$ cat src/rtl/icache_responder.sv
// Direct-mapped instruction cache that answers line requests from the fetch
// queue. Hits return in two cycles. Misses refill through a single-outstanding
// memory port. A redirect abort cancels the response, but a memory transfer
// that is already in flight is always allowed to finish and fill its line.
module icache_responder #(
  parameter int NUM_LINES = 16
) (
  input  logic         clk,
  input  logic         rst,
  input  logic [31:0]  pc_in,
  input  logic         cache_rd_en,
  input  logic         cache_abort,
  output logic         ready,
  output logic [127:0] dout,
  output logic         dout_valid,
  output logic         mem_rd_en,
  output logic [31:0]  mem_addr,
  input  logic [127:0] mem_data,
  input  logic         mem_valid
);

  localparam int INDEX_W = $clog2(NUM_LINES);
  localparam int TAG_W   = 28 - INDEX_W;

  typedef enum logic [2:0] {
    S_IDLE,
    S_LOOKUP,
    S_MISS_REQ,
    S_MISS_WAIT,
    S_DRAIN
  } state_t;

  state_t               r_state;
  state_t               w_next_state;

  // Only the line address is kept; the byte offset is never used.
  logic [27:0]          r_req_line;
  logic [NUM_LINES-1:0] r_valid;
  logic [127:0]         r_data [NUM_LINES];
  logic [TAG_W-1:0]     r_tag  [NUM_LINES];
  logic [127:0]         r_dout;
  logic                 r_dout_valid;

  logic [INDEX_W-1:0]   w_idx;
  logic [TAG_W-1:0]     w_tag;
  logic                 w_hit;
  logic                 w_accept;
  logic                 w_fill;
  logic                 w_respond;
  logic [127:0]         w_resp_data;
  logic                 w_unused_pc_offset;

  assign w_idx              = r_req_line[INDEX_W-1:0];
  assign w_tag              = r_req_line[27:INDEX_W];
  assign w_hit              = r_valid[w_idx] && (r_tag[w_idx] == w_tag);
  assign w_unused_pc_offset = ^pc_in[3:0];

  assign ready      = (r_state == S_IDLE);
  assign mem_rd_en  = (r_state == S_MISS_REQ) && !cache_abort;
  assign mem_addr   = {r_req_line, 4'b0000};
  assign dout       = r_dout;
  assign dout_valid = r_dout_valid;

  // Next-state, request acceptance, fill and response decisions.
  always_comb begin
    // NOTE: every signal gets a default before the case so no path can infer a latch.
    w_next_state = r_state;
    w_accept     = 1'b0;
    w_fill       = 1'b0;
    w_respond    = 1'b0;
    w_resp_data  = mem_data;
    case (r_state)
      S_IDLE: begin
        if (cache_rd_en && !cache_abort) begin
          w_accept     = 1'b1;
          w_next_state = S_LOOKUP;
        end
      end
      S_LOOKUP: begin
        if (cache_abort) begin
          w_next_state = S_IDLE;
        end else if (w_hit) begin
          w_respond    = 1'b1;
          w_resp_data  = r_data[w_idx];
          w_next_state = S_IDLE;
        end else begin
          w_next_state = S_MISS_REQ;
        end
      end
      S_MISS_REQ: begin
        w_next_state = cache_abort ? S_IDLE : S_MISS_WAIT;
      end
      S_MISS_WAIT: begin
        if (mem_valid) begin
          w_fill       = 1'b1;
          w_respond    = !cache_abort;
          w_next_state = S_IDLE;
        end else if (cache_abort) begin
          w_next_state = S_DRAIN;
        end
      end
      S_DRAIN: begin
        if (mem_valid) begin
          w_fill       = 1'b1;
          w_next_state = S_IDLE;
        end
      end
      default: w_next_state = S_IDLE;
    endcase
  end

  // Control state, request address, valid bits and the registered response.
  always_ff @(posedge clk) begin
    // NOTE: sequential state uses non-blocking assignments so every register samples pre-edge values.
    if (rst) begin
      r_state      <= S_IDLE;
      r_req_line   <= '0;
      r_valid      <= '0;
      r_dout       <= '0;
      r_dout_valid <= 1'b0;
    end else begin
      r_state      <= w_next_state;
      r_dout_valid <= w_respond;
      if (w_accept) r_req_line <= pc_in[31:4];
      if (w_fill) r_valid[w_idx] <= 1'b1;
      if (w_respond) r_dout <= w_resp_data;
    end
  end

  // Data and tag storage written on every line fill.
  always_ff @(posedge clk) begin
    // NOTE: the arrays are not reset; the cleared valid bits already mark every line empty.
    if (!rst && w_fill) begin
      r_data[w_idx] <= mem_data;
      r_tag[w_idx]  <= w_tag;
    end
  end

endmodule

$ cat config.mk
export PLATFORM = sky130hd
export DESIGN_NAME = icache_responder
export DESIGN_NICKNAME = d
export VERILOG_FILES = /design/src/rtl/icache_responder.sv
export SDC_FILE = /design/constraint.sdc
export NUM_CORES = 2
export LEC_CHECK = 0
export BUFFER_PORTS_ARGS = -buffer_cell sky130_fd_sc_hd__buf_2
export CAP_MARGIN = 20
export CORE_MARGIN = 2
export CORE_UTILIZATION = 60
export CTS_CLUSTER_DIAMETER = 30
export DETAILED_ROUTE_END_ITERATION = 6
export PLACE_DENSITY_LB_ADDON = 0.08
export SETUP_SLACK_MARGIN = 0.3
export SYNTH_ARGS = -nofsm -noshare
export SYNTH_HDL_FRONTEND = slang
export SYNTH_SLANG_ARGS = --single-unit
$ cat constraint.sdc
create_clock -name clk -period 31.1 [get_ports clk]
set_input_delay 3.11 -clock clk [delete_from_list [all_inputs] [get_ports clk]]
set_output_delay 3.11 -clock clk [all_outputs]
set_load 0.01 [all_outputs]
==> reports/qor.csv <==
metric;value;unit
outcome;complete, no violations;
post-route-drc-count;0;
ys_seq_area_frac;0.762;
cts_resized;0;
wl_met1;95.5;mm
syn_inst;4709;
max_cap_violations;0;
yosysTopAreaCellShare;0.726;
route.top_layer_used;met5;
synth_seq_cells;2612;
final_antenna_net_count;0;
placed_cell_area;0.105;mm2
hold_buffers;0;
skew;0.0414;ns
core;0.167;mm2
synth_top_area_cell;edfxtp_1;
port_buffers;319;
area_delta_synth_final;21.0;%
dr_wl_met3;18.3;mm
synth-xor-area-share;0.00235;
clockBufferDepth;4;
grt_max_degree;135;
synth_top_family_by_area;multiplexers;
period_needed;6.76;ns
dr.pass1.iters;5;
arrival;3.65;ns
num_vias;50331;
yosys.area_share.adder;0;
cp-start-kind;input port;
synth-edff-count;2432;
power.leakage;40.7;nW
totalWireLength;240;mm
rows;150;
post-route-period-util;0.217;
start_util;0.603;
rsz0062_at_grt;false;
layout.cells.non_filler;7978;
cts_tree;yes;
syn-cell-area;0.101;mm2
cts_htree_levels;5;
fill_cells;9559;
antenna_found_initial;48;
wl_per_cell;30.1;um
grt_pass1_vias;52332;
hold-worst-slack;0.446;ns
relSlewSlack;0.178;
ir_worst_vdd;0.0000593;V
worst_pin_slew;1.23;ns
clock_latency;0.97;ns
critPathCaptureType;primary output;
hold_viol_final;0;
dr.first_iter.drc_count;5157;
synthArstFlopShare;0;
postLayoutCellArea;0.122;mm2
gp_congestion;0.744;
post-place-cells;7050;
fin_setup_tns;0;ns
synth-compound-area-share;0.0101;
clockRootBuffer;clkbuf_16;
postCtsSetupRepairBufs;0;
groute.usage.overall;0.286;
drive_above_1_share;0.343;
hold_class;reg -> reg;
cts_buffers;489;
synthSimpleGateAreaFrac;0.0311;
pin_count;328;
worstSetupPathType;in -> out;
die_height;413;um
fmax;0.148;GHz
syn_area_per_cell;21.3;um2
clock_sinks;2612;
yosys_warnings;0;
viasPerCell;6.31;
grt_overflow;0;
final_max_slew_viol_count;0;
cp.required;27.99;ns
p_per_area;77.7;mW/mm2
synth_mux_area_frac;0.181;
total_power;0.00945;W
dr_wl_met2;120;mm
synth_ff_type;edfxtp_1;
ys_types;60;
synth.area.top_cells;edfxtp_1 (73%), mux4_2 (15%), dfxtp_1 (3.6%);
die_area;0.171;mm2
path_clk_slew;0.05;ns
final-setup-viol-count;0;
hpwl;113;mm
path_max_fanout;5;
grt_pass1_wl;351;mm
nets;5505;
die_w;413;um
==> logic make-up (layout without fill, tap and decap cells) <==
| group | Yosys count | after routing |
|---|---|---|
| XOR/XNOR | 27 | 27 |
| other | 1 | 21 |
| flip-flops | 2612 | 2612 |
| AND/OR/NAND/NOR | 688 | 688 |
| multiplexers | 957 | 957 |
| AO/OA/AOI/OAI | 144 | 144 |
| buffers and inverters | 280 | 1325 |
==> synthesized netlist by cell type (all sizes together), types with 5 or more instances <==
cell type and number:
a21o 17, a21oi 32, a22o 6, a22oi 9, and3 5, buf 141
clkbuf 135, dfxtp 180, edfxtp 2432, mux2 51, mux2i 224, mux4 682
nand2 199, nand2b 9, nand3 8, nand4 6, nor2 279, nor2b 7
nor3 18, nor4 6, nor4b 6, o211ai 41, o21ai 5, o22ai 6
or3 127, xnor2 17, xor2 10
==> flip-flops by register name (all words and copies together) (netlist names), named ones only <==
name,flops
r_data,2048
r_tag,384
dout,128
r_req_line,28
r_valid,16
r_state,3
dout_valid,1
==> final timing paths <==
check                     end  cells past startpoint         from  slack, ns
setup / recovery    mem_rd_en                      3  cache_abort      24.34
hold / removal    r_valid[15]                      1  r_valid[15]       0.45
setup reg to reg    dout[101]                     13         flop      24.82
hold reg to reg   r_valid[15]                      1  r_valid[15]       0.45
==> power breakdown <==
part           total [W]  switching [W]  leakage [nW]  internal, W
Combinational   0.000248       0.000140          8.90     0.000108
Sequential       0.00386      0.0000145          23.7      0.00385
Clock            0.00534        0.00176          8.12      0.00358
==> critical path: stages <==
cell	delay (ns)
buf_2	0.13
nor4b_1	0.23
buf_2	0.18
==> layout by cell type, fill, tap and decap left out, drive strengths merged, types with 18 or more instances in the layout <==
cell / n
edfxtp: 2432
mux4: 682
clkbuf: 589
buf: 413
nor2: 279
mux2i: 224
nand2: 199
dfxtp: 180
clkinv: 143
or3: 127
bufinv: 75
clkinvlp: 61
mux2: 51
inv: 44
o211ai: 41
a21oi: 32
nor3: 18
==> stage by stage <==
| step | setup WS [ns] | utilization |
|---|---|---|
| CTS | 24.00 | 0.728 |
| global placement | 23.46 | 0.627 |
| floorplan | 16.22 | - |
| global route | 24.28 | 0.729 |
| finish | 24.34 | 0.729 |
| detailed placement | 23.40 | 0.627 |
==> per-layer routing <==
metal  GRT usage  vias up
li1            -    20928
met1       0.389    26867
met2       0.469     2058
met3      0.0603      442
met4      0.0958       36
met5           0        -
==> final cells by class <==
class                      instances  area [um2]  area share
sequential                      2612       76600       0.630
multi-input combinational       1820       22700       0.187
clock buffer                     589       12900       0.106
clock inverter                   319        3980      0.0327
tap                             2204        2760      0.0227
timing repair buffer             413        2530      0.0208
antenna                           17        42.5    0.000350
inverter                           4        30.0    0.000247
(Power assumes the default switching activity.)
